### src/rtl/serial_adder_pkg.sv
// Shared types and constants for the bit-serial adder.
package serial_adder_pkg;

    typedef enum logic [1:0] {
        IDLE  = 2'd0,
        SHIFT = 2'd1,
        DONE  = 2'd2
    } sa_state_e;

    localparam int SA_W_DEFAULT = 8;

endpackage

### src/rtl/serial_adder_core_ha_cell.sv
// Half-adder cell; two of these plus an OR form the serial full adder.
module ha_cell (
    input  logic x,
    input  logic y,
    output logic s,
    output logic c
);

    assign s = x ^ y;
    assign c = x & y;

endmodule

### src/rtl/serial_adder_core.sv
// Bit-serial W-bit adder: LSB-first through one full adder, carry kept in a flop.
// Define SERIAL_ADDER_SUB_EN to add the 'sub' port (A-B in two's complement).
module serial_adder_core
    import serial_adder_pkg::*;
#(
    parameter int W = SA_W_DEFAULT
) (
    input  logic         clk,
    input  logic         rst_n,
    input  logic         ena,
    input  logic         start,
`ifdef SERIAL_ADDER_SUB_EN
    input  logic         sub,
`endif
    input  logic [W-1:0] a,
    input  logic [W-1:0] b,
    output logic [W-1:0] sum,
    output logic         cout,
    output logic         busy,
    output logic         done
);

    localparam int CW = $clog2(W);

    sa_state_e     state_q, state_d;
    logic [W-1:0]  sa_q, sa_d;
    logic [W-1:0]  sb_q, sb_d;
    logic [W-1:0]  acc_q, acc_d;
    logic [W-1:0]  sum_q, sum_d;
    logic          carry_q, carry_d;
    logic          cout_q, cout_d;
    logic [CW-1:0] cnt_q, cnt_d;

    logic ha0_s, ha0_c, ha1_c;
    logic fa_s, fa_c;
    logic op_sub;
    logic last_bit;
    logic unused_acc_lsb;

`ifdef SERIAL_ADDER_SUB_EN
    assign op_sub = sub;
`else
    assign op_sub = 1'b0;
`endif

    ha_cell u_ha0 (.x(sa_q[0]), .y(sb_q[0]), .s(ha0_s), .c(ha0_c));
    ha_cell u_ha1 (.x(ha0_s),   .y(carry_q), .s(fa_s),  .c(ha1_c));
    assign fa_c = ha0_c | ha1_c;

    assign last_bit       = (cnt_q == CW'(W - 1));
    // The accumulator LSB falls off the end of the shift and is never consumed.
    assign unused_acc_lsb = acc_q[0];

    always_ff @(posedge clk or negedge rst_n) begin
        if (!rst_n) begin
            state_q <= IDLE;
        end else begin
            state_q <= state_d;
        end
    end

    always_comb begin
        state_d = state_q;
        if (ena) begin
            case (state_q)
                IDLE:    if (start) state_d = SHIFT;
                SHIFT:   if (last_bit) state_d = DONE;
                DONE:    state_d = IDLE;
                default: state_d = IDLE;
            endcase
        end
    end

    always_ff @(posedge clk or negedge rst_n) begin
        if (!rst_n) begin
            sa_q    <= '0;
            sb_q    <= '0;
            acc_q   <= '0;
            sum_q   <= '0;
            carry_q <= 1'b0;
            cout_q  <= 1'b0;
            cnt_q   <= '0;
        end else begin
            sa_q    <= sa_d;
            sb_q    <= sb_d;
            acc_q   <= acc_d;
            sum_q   <= sum_d;
            carry_q <= carry_d;
            cout_q  <= cout_d;
            cnt_q   <= cnt_d;
        end
    end

    always_comb begin
        sa_d    = sa_q;
        sb_d    = sb_q;
        acc_d   = acc_q;
        sum_d   = sum_q;
        carry_d = carry_q;
        cout_d  = cout_q;
        cnt_d   = cnt_q;
        if (ena) begin
            case (state_q)
                IDLE: begin
                    if (start) begin
                        sa_d    = a;
                        // Subtraction: invert B and seed the carry with the +1.
                        sb_d    = op_sub ? ~b : b;
                        carry_d = op_sub;
                        cnt_d   = '0;
                    end
                end
                SHIFT: begin
                    carry_d = fa_c;
                    acc_d   = {fa_s, acc_q[W-1:1]};
                    sa_d    = {1'b0, sa_q[W-1:1]};
                    sb_d    = {1'b0, sb_q[W-1:1]};
                    cnt_d   = cnt_q + CW'(1);
                    if (last_bit) begin
                        sum_d  = {fa_s, acc_q[W-1:1]};
                        cout_d = fa_c;
                    end
                end
                default: ;
            endcase
        end
    end

    always_comb begin
        busy = (state_q == SHIFT);
        done = (state_q == DONE);
        sum  = sum_q;
        cout = cout_q;
    end

endmodule

### config.mk
export PLATFORM = sky130hd
export DESIGN_NAME = serial_adder_core
export DESIGN_NICKNAME = d
export VERILOG_FILES = /design/src/rtl/serial_adder_pkg.sv /design/src/rtl/serial_adder_core_ha_cell.sv /design/src/rtl/serial_adder_core.sv
export SDC_FILE = /design/constraint.sdc
export NUM_CORES = 1
export LEC_CHECK = 0
export BUFFER_PORTS_ARGS = -buffer_cell sky130_fd_sc_hd__buf_2
export CORE_MARGIN = 2
export CORE_UTILIZATION = 54
export DETAILED_ROUTE_END_ITERATION = 16
export PLACE_DENSITY = 0.77
export SLEW_MARGIN = 20
export SYNTH_ARGS = -nofsm -noshare
export SYNTH_HDL_FRONTEND = slang
export SYNTH_SLANG_ARGS = --single-unit
### constraint.sdc
create_clock -name clk -period 1.48 [get_ports clk]
set_input_delay 0.148 -clock clk [delete_from_list [all_inputs] [get_ports clk]]
set_output_delay 0.148 -clock clk [all_outputs]
set_load 0.02 [all_outputs]
==> results of run 1 <==
metrics by stage:
step / instances / power, uW / utilization / setup WS, ns
floorplan: 128 / 2880 / - / 0.133
detailed placement: 203 / 3340 / 0.644 / 0.0410
CTS: 212 / 3900 / 0.667 / 0.0217
global route: 213 / 4180 / 0.673 / 0.00453
global placement: 203 / 3250 / 0.644 / 0.101
finish: 213 / 3900 / 0.673 / 0.0665
flip-flops by register name, indices dropped and copies added (netlist names):
signal,flops
acc_q,7
carry_q,1
cnt_q,3
cout,1
sa_q,8
sb_q,8
state_q,2
sum,8
cell families after synthesis:
family	count (synthesis)
compound gates	38
fa+ha+maj	3
buf+inv	8
flops	38
mux	31
simple gates	10
power breakdown:
| group | total (uW) | switching (uW) | leakage [uW] | internal [uW] |
|---|---|---|---|---|
| combinational | 1680 | 806 | 0.000569 | 877 |
| sequential | 1660 | 238 | 0.000494 | 1420 |
| clock | 552 | 321 | 0.0000353 | 230 |
worst reg2reg max path: stages (launching register included):
cell and delay, ns:
dfrtp_1 0.44, and3b_2 0.40, buf_12 0.17, mux2_4 0.30
synthesized netlist by cell type (2+ instances only):
| master | number | area (um^2) |
|---|---|---|
| mux2i_1 | 14 | 140 |
| ha_1 | 2 | 25.0 |
| a22o_1 | 3 | 26.3 |
| buf_4 | 3 | 22.5 |
| inv_1 | 2 | 7.51 |
| mux2_4 | 15 | 225 |
| o21ai_1 | 25 | 125 |
| dfrtp_1 | 38 | 951 |
| nor2_1 | 2 | 7.51 |
| nand3_1 | 2 | 10.0 |
| o21ai_0 | 6 | 30.0 |
| mux2_2 | 2 | 22.5 |
| buf_2 | 2 | 10.0 |
final timing paths:
| path | to | slack [ns] | depth (start not counted) |
|---|---|---|---|
| max in group asynchronous | acc_q[7]$_DFFE_PN0P_ | 0.73 | 3 |
| max reg2reg | acc_q[6]$_DFFE_PN0P_ | 0.07 | 3 |
| min reg2reg | sa_q[1]$_DFFE_PN0P_ | 0.52 | 2 |
| min in group asynchronous | state_q[1]$_DFFE_PN0P_ | 0.29 | 2 |
| min | state_q[0]$_DFFE_PN0P_ | 0.07 | 2 |
| max | acc_q[6]$_DFFE_PN0P_ | 0.07 | 3 |
area by class of cell:
| type | instances | area (um^2) | area share |
|---|---|---|---|
| sequential | 38 | 951 | 0.467 |
| clock inverter | 1 | 5.00 | 0.00246 |
| multi-input combinational | 83 | 727 | 0.357 |
| inverter | 2 | 7.51 | 0.00368 |
| clock buffer | 7 | 55.1 | 0.0270 |
| timing repair buffer | 38 | 238 | 0.117 |
| tap | 44 | 55.1 | 0.0270 |
layer usage:
metal  up-vias  track usage
li1        543            -
met1       561        0.266
met2        29        0.311
met3         7       0.0519
met4         0       0.0952
met5         -            0
repair_timing:
item                                    4_1_cts  5_1_grt
endpoints found under the setup margin        0        9
resized for setup                             0        3
hold endpoints to repair                     19        0
hold buffers                                  1        0
==> results.md, run 1 <==
* CTS H-tree lvls at 2
* Worst vdd ir at between 0.8 and 0.9 mV
* Global Route Usage Sum at 0.201
* Synth Area in XOR/XNOR at 0
* Period Utilization, post-route at 0.955
* Clk slew on worst S/H paths at 0.11 ns
* Status: completed
* Die Y-Extent at approximately 60 um
* Wl on met1 at 1480 um
* Routed WL at approximately 3200 um
* Cell area after layout at 2040 um^2
* Total CTS buffers at 5
* Family with the most delay on the worst path: flip-flops
* # rows at 20
* Largest family of logic cells by synthesized area: multiplexers
* Highest metal used: met4
* HP Class: in -> reg
* Layout Skew at ~0.010 ns
* Clock Tree Buf Depth at 2
* Pwr/cell area at 1910 nW/um^2
* Number of flops mapped to enable cells by yosys at 0
* Vias in the first global route at between 1000 and 1500
* Slew headroom at 0.595
* Layout area overhead at 19.1%
* Post-Syn Nets at 151
* Synth Area in Compound Gates at 0.124
* Critical Path AT at 1.64 ns
* Synth Area in Adders at 0.0263
* Worst-Margin Slew at 0.608 ns
* Fillers at about 220
* Worst Path Required at 1.70 ns
* Crit-path cells: and3b_2 -> buf_12 -> mux2_4
* Die area at 3640 um^2
* Clock Tree Root: clkbuf_4
* Post-CTS setup buffer count at 0
* Synthesized area at 1710 um^2
* Diode count at 0
* Crit Path Max Fanout at 7
* Synth Warn # at 0
* TritonCTS clock tree: built
* Setup TNS at 0 ns
* Simple logic cell fraction of the synthesized area at 0.0380
* Final Max Slew Viols at 0
* Crit Path Category: reg -> reg
* Slowest-stage cell, CP: dfrtp_1
* DPL Wire Length at 2230 um
* Via-to-Cell Ratio at 5.35
* Maximum clock frequency at 707 MHz
* Synth cell types at 25
* Grt ovf at 0
* IO buf count at 30
* HP Start: ena
* Mean area per synthesized cell at around 13 um^2
* Final net count at ~190
* DR WL met3 at 115 um
* Startpoint Class: register
* Layout cells sized above 1 at 0.396
* Unrepaired setup endpoints after global routing: no
* Max stage delay on crit path at 0.44 ns
* Initial antenna violation count at 0
* Max Cap Viol at 0
* IO Pins at 31
* Final antenna-violating net count at 0
* Synth Register Bits at 38
* CP bufs+invs at 1
* Commonest cells after routing, fill and taps aside: dfrtp_1 (38), buf_2 (30), o21ai_1 (25)
* Most common cell after layout, fill and taps aside: dfrtp_1
* Hold Violations, Final at 0
* CP startpoint: state_q[1]$_DFFE_PN0P_
* Worst-skew pair later-pin latency at 0.34 ns
* DRC violation count after routing at 0
* Initial core utilization at 0.565
* Placed cell area at roughly 2000 um^2
* Seq/Total Area, Yosys at 0.556
* Endpoint type of the worst setup path: register
* Crit path time final at 1.41 ns
* Via Count at roughly 1100
* Die X at between 60 and 70 um
* Clock sink count at 38
* Met2 Wirelength at 1540 um
* First-pass GRT wire length at 5220 um
* Final setup fails at 0
* Syn Inst Count at 128
* Async SR Flop Fraction at 1.00
* Wire per inst at 15.0 um
* Largest net degree at the start of global routing at 21
* Initial DRC Count at 52
* GPL Wtd Cong at 0.714
* Initial DRT Pass Iterations at 4
* WHS at 0.0697 ns
* Main synth FF type: dfrtp_1
* Lkg Pwr at 0.00110 uW
* Worst R2R Start: state_q[1]$_DFFE_PN0P_
* Core area at 3030 um^2
* Multiplexer share of the synthesized area at 0.227
(Power assumes the default switching activity.)
==> run 2: changes to the inputs <==
--- a/config.mk
+++ b/config.mk
@@ -7,9 +7,9 @@
 export LEC_CHECK = 0
 export BUFFER_PORTS_ARGS = -buffer_cell sky130_fd_sc_hd__buf_2
 export CORE_MARGIN = 2
-export CORE_UTILIZATION = 54
+export CORE_UTILIZATION = 49
 export DETAILED_ROUTE_END_ITERATION = 16
-export PLACE_DENSITY = 0.77
+export PLACE_DENSITY = 0.73
 export SLEW_MARGIN = 20
 export SYNTH_ARGS = -nofsm -noshare
 export SYNTH_HDL_FRONTEND = slang
==> constraint.sdc (replaced) <==
create_clock -name clk -period 1.22 [get_ports clk]
set_input_delay 0.244 -clock clk [delete_from_list [all_inputs] [get_ports clk]]
set_output_delay 0.244 -clock clk [all_outputs]
set_load 0.02 [all_outputs]
==> run 2 against run 1 <==
  * The flow now finishes with violations (negative setup slack)
  * Critical path depth increased by 1
  * Clock-buffer cell count unchanged
  * Sequential share of layout area decreased by 6.0 points
  * Cell count rose by 6.1%
  * Combinational power up 61%
  * Non-clock buffer count up 12
  * Core utilization is 2.7 points higher
  * Die area grew 9.5%
  * Fmax shrank 3.6%
  * Total power grew 37%
  * Largest cell class unchanged
==> results.md, run 2 (same netlist as run 1, synthesis figures left out) <==
* DRC violation count after routing at 0
* IO buf count at 30
* Final antenna-violating net count at 0
* Die area at 3980 um^2
* R2R Setup Slk at -0.25 ns
* Initial DRC Count at a little over 70
* Crit path to: acc_q[5]$_DFFE_PN0P_
* Startpoint Class: register
* Worst-Margin Slew at around 0.32 ns
* Die X at between 60 and 70 um
* Pwr/cell area at 2290 nW/um^2
* Hold Violations, Final at 0
* Initial DRT Pass Iterations at 4
* Layout cells sized above 1 at 0.539
* CP bufs+invs at 2
* Lkg Pwr at 0.00120 uW
* Slowest-stage cell, CP: dfrtp_1
* Diode count at 0
* Largest net degree at the start of global routing at 39
* Levels on crit path at 4
* Fillers at between 200 and 250
* Layout Skew at 0.00430 ns
* Worst R2R Start: state_q[0]$_DFFE_PN0P_
* Period Utilization, post-route at 1.20
* Grt ovf at 0
* Worst-skew pair later-pin latency at roughly 0.35 ns
* Post-Layout Cell Count at around 230
* Via Count at 1220
* Crit Path Category: reg -> reg
* Core area at between 3000 and 4000 um^2
* Global Route Usage Sum at 0.199
* WHS at around 0.16 ns
* CTS H-tree lvls at 2
* Unrepaired setup endpoints after global routing: yes
* DPL Wire Length at 2320 um
* Placed insts at about 210
* Initial antenna violation count at 0
* Worst vdd ir at 1.06 mV
* Cell area after layout at 2340 um^2
* Crit-path cells: buf_6 -> and3b_2 -> buf_12 -> mux2_4
* Max stage delay on crit path at 0.41 ns
* Placed cell area at 2060 um^2
* Initial core utilization at 0.513
* IO Pins at 31
* Commonest cells after routing, fill and taps aside: dfrtp_1 (38), buf_2 (28), mux2_4 (17)
* FF/Latch Area at 951 um^2
* Clk slew on worst S/H paths at 0.10 ns
* Clock Tree Buf Depth at 2
* First-pass GRT wire length at around 6000 um
* Die Y-Extent at 63.1 um
* TritonCTS clock tree: built
* Layout area overhead at 36.5%
* Max Cap Viol at 0
* Wire per inst at roughly 16 um
* Clock sink count at 38
* Most common cell after layout, fill and taps aside: dfrtp_1
* R2r worst-path depth at 4
* Worst Path Required at 1.46 ns
* Final Max Slew Viols at 0
* Total CTS buffers at 5
* Final setup fails at 39
* Endpoint type of the worst setup path: register
* Multi-input gate area at 858 um^2
* CP startpoint: state_q[0]$_DFFE_PN0P_
* Family with the most delay on the worst path: flip-flops
* Final WS setup at -0.247 ns
* GPL Wtd Cong at about 0.73
* Crit Path Max Fanout at 6
* Final net count at 203
* Place WS at -0.133 ns
* Critical Path AT at 1.71 ns
* Status: finished with violations
* # rows at 21
* Slew headroom at 0.782
* HP Class: in -> reg
* Crit path time final at 1.47 ns
* Setup TNS at -6.25 ns
* Vias in the first global route at about 1200
* Clock Tree Root: clkbuf_4
* Maximum clock frequency at 682 MHz
* Violated checks: negative setup slack
* Reg2reg end: acc_q[5]$_DFFE_PN0P_
* Routed WL at 3660 um
* Via-to-Cell Ratio at roughly 5.4
## run 2: worst min-delay path by stage
stage	startpoint	to	slack (ns)	cells after the start
floorplan	rst_n	acc_q[1]$_DFFE_PN0P_	-0.05	0
global placement	rst_n	sum[5]$_DFFE_PN0P_	0.22	2
detailed placement	rst_n	acc_q[6]$_DFFE_PN0P_	0.23	2
CTS	b[5]	sb_q[5]$_DFFE_PN0P_	0.16	3
global route	b[5]	sb_q[5]$_DFFE_PN0P_	0.17	3
finish	b[5]	sb_q[5]$_DFFE_PN0P_	0.16	3
## run 2: timing repair
item	in CTS	in global routing
endpoints found under the hold margin	38	0
setup endpoints to repair	37	40
setup buffers	3	3
hold buffers	1	0
resized for setup	12	32
gates cloned	1	0
pin swaps	3	8
## run 2: tightest hold or removal path, cell delays in order
cell	delay [ns]
buf_2	0.07
mux2i_1	0.06
o21ai_2	0.10
## run 2: where the power goes
| group | internal (uW) | switching [uW] |
|---|---|---|
| Sequential | 1730 | 314 |
| Combinational | 1470 | 1230 |
| Clock | 217 | 388 |
| Total | 3410 | 1930 |
## run 2: area by class of cell
| cell class | instances | share of cell area |
|---|---|---|
| inverters | 2 | 0.00428 |
| multi-input cells | 83 | 0.367 |
| clock buffers | 7 | 0.0193 |
| repair buffers | 50 | 0.178 |
| well taps | 46 | 0.0246 |
| flip-flops and latches | 38 | 0.407 |
## run 2: stage by stage
| step | power (uW) | utilization |
|---|---|---|
| floorplan | 3530 | - |
| global placement | 4140 | 0.618 |
| detailed placement | 4260 | 0.618 |
| CTS | 5010 | 0.655 |
| global route | 5670 | 0.700 |
| finish | 5340 | 0.700 |
## run 2: metal layers
layer / wire length (um) / global-route usage / vias to the layer above
li1: - / - / 570
met1: 1530 / 0.238 / 614
met2: 1890 / 0.334 / 29
met3: 178 / 0.0679 / 7
met4: 61 / 0.0667 / 0
met5: 0 / 0 / -
==> run 3: changes to the inputs <==
--- a/config.mk
+++ b/config.mk
@@ -6,10 +6,11 @@
 export NUM_CORES = 1
 export LEC_CHECK = 0
 export BUFFER_PORTS_ARGS = -buffer_cell sky130_fd_sc_hd__buf_2
+export CAP_MARGIN = 20
 export CORE_MARGIN = 2
-export CORE_UTILIZATION = 49
+export CORE_UTILIZATION = 28
 export DETAILED_ROUTE_END_ITERATION = 16
-export PLACE_DENSITY = 0.73
+export PLACE_DENSITY = 0.46
 export SLEW_MARGIN = 20
 export SYNTH_ARGS = -nofsm -noshare
 export SYNTH_HDL_FRONTEND = slang
==> run 3 against run 2 <==
  * The flow still finishes with violations (negative setup slack)
  * First-iteration DRC count decreased by 31%
  * Core utilization decreased by 28 points
  * Cell count increased by 15%
  * Total power increased by 15%
  * Worst setup slack improved by 0.096 ns
  * Die area increased by 70%
  * Critical path type unchanged
  * Critical endpoint is now acc_q[4]$_DFFE_PN0P_
  * Largest cell class unchanged
==> results.md, run 3 (same netlist as run 1, synthesis figures left out) <==
* Status: finished with violations
* Violated checks: negative setup slack
* Slew headroom at 0.846
* Via-to-Cell Ratio at ~4.6
* Lkg Pwr at 0.00124 uW
* Wire per inst at 15.1 um
* Worst R2R Start: state_q[1]$_DFFE_PN0P_
* Die area at 6750 um^2
* Fin util at 0.417
* Via Count at 1194
* Cell area after layout at 2470 um^2
* Crit Path Category: reg -> reg
* Worst-skew pair later-pin latency at 0.29 ns
* Clock sink count at 38
* Multi-input gate area at roughly 840 um^2
* Final net count at between 200 and 250
* R2r worst-path depth at 3
* Commonest cells after routing, fill and taps aside: dfrtp_1 (38), buf_2 (28), mux2_4 (17)
* Reg2reg end: acc_q[4]$_DFFE_PN0P_
* IO Pins at 31
* Clk slew on worst S/H paths at 0.08 ns
* Crit path time final at 1.37 ns
* Grt ovf at 0
* Clock Tree Root: clkbuf_8
* Fillers at 558
* Hold-critical path endpoint: state_q[1]$_DFFE_PN0P_
* IO buf count at 30
* Critical Path AT at 1.55 ns
* DPL Wire Length at 2550 um
* Placed cell area at between 2000 and 2500 um^2
* First-pass GRT wire length at 6000 um
* Hold path cells at 2
* Vias in the first global route at roughly 1300
* Core area at 5920 um^2
* Unrepaired setup endpoints after global routing: yes
* R2R Setup Slk at -0.15 ns
* Initial DRT Pass Iterations at 4
* Crit Path Max Fanout at 5
* Hold Violations, Final at 0
* HP Start: ena
* Pwr/cell area at between 2000 and 2500 nW/um^2
* Post-Layout Cell Count at 260
* Startpoint Class: register
* Initial antenna violation count at 0
* Total CTS buffers at 5
* FF/Latch Area at around 950 um^2
* Most common cell after layout, fill and taps aside: dfrtp_1
* WHS at 0.214 ns
* Initial DRC Count at 50
* Die Y-Extent at 82.2 um
* Maximum clock frequency at 730 MHz
* Largest net degree at the start of global routing at 39
* Max Cap Viol at 0
* GPL Wtd Cong at 0.706
* Layout cells sized above 1 at 0.578
* Final Max Slew Viols at 0
* HP Class: in -> reg
* Endpoint type of the worst setup path: register
* TritonCTS clock tree: built
* Final setup fails at 36
* Final antenna-violating net count at 0
* Period Utilization, post-route at 1.12
* Die X at 82.2 um
* Placed insts at 243
* DRC violation count after routing at 0
* Worst Path Required at 1.40 ns
* Layout Skew at 0.0124 ns
* Clock Tree Buf Depth at 2
* Worst-Margin Slew at approximately 0.22 ns
* Final WS setup at -0.150 ns
* Diode count at 0
* # rows at 28
* Global Route Usage Sum at 0.120
* Worst vdd ir at 1.00 mV
* Initial core utilization at 0.289
* CTS H-tree lvls at 2
* Routed WL at 3920 um
* Layout area overhead at 44.4%
* Pwr Total at 6160 uW
run 3: cell count changes in the layout (fill, tap and decap cells not counted), sizes merged:
cell / delta
buf: +5
bufinv: +2
clkbuf: -1
nand2: -1
run 3: area by class of cell:
type,instances,share of cell area
clock buffers,6,0.0334
repair buffers,55,0.175
multi-input cells,82,0.341
flip-flops and latches,38,0.385
inverters,2,0.00405
clock inverters,2,0.0243
well taps,75,0.0380
run 3: through the flow:
stage                     setup TNS (ns)  worst slack, ns
after detailed placement           -1.94           -0.153
after floorplan                   -0.816          -0.0703
after global placement             -1.56           -0.105
final                              -2.97           -0.150
after global routing               -4.71           -0.186
after CTS                          -3.42           -0.138
run 3: repair_timing:
action / CTS / global route
hold buffers: 1 / 0
pin swaps: 0 / 19
cloned: 0 / 1
gates resized for setup: 17 / 28
hold endpoints to repair: 38 / 0
setup buffers: 4 / 4
setup endpoints to repair: 22 / 39
run 3: where the power goes:
group,switching (uW),leakage (uW),internal (uW)
combinational,1230,0.000673,1560
sequential,314,0.000494,1730
clock,455,0.0000714,873
total,1990,0.00124,4160
run 3: how the worst max path moves through the flow:
stage,start,endpoint,slack (ns),cells past startpoint
3_5_place_dp,cnt_q[0]$_DFFE_PN0P_,sum[0]$_DFFE_PN0P_,-0.15,4
6_report,state_q[1]$_DFFE_PN0P_,acc_q[4]$_DFFE_PN0P_,-0.15,3
4_1_cts,state_q[0]$_DFFE_PN0P_,cnt_q[0]$_DFFE_PN0P_,-0.14,4
3_3_place_gp,cnt_q[0]$_DFFE_PN0P_,cout$_DFFE_PN0P_,-0.11,4
2_1_floorplan,cnt_q[0]$_DFFE_PN0P_,cout$_DFFE_PN0P_,-0.07,4
5_1_grt,state_q[1]$_DFFE_PN0P_,acc_q[4]$_DFFE_PN0P_,-0.19,3
run 3: layer usage:
| layer | vias to the layer above | global-route usage | routed length [um] |
|---|---|---|---|
| li1 | 572 | - | - |
| met5 | - | 0 | 0 |
| met2 | 28 | 0.195 | 1940 |
| met3 | 2 | 0.0489 | 197 |
| met1 | 592 | 0.147 | 1770 |
| met4 | 0 | 0.0333 | 7 |
run 3: critical path, cell delays in order (launching register included):
cell     delay (ns)
dfrtp_1        0.42
and3b_2        0.37
buf_6          0.17
mux2_4         0.30
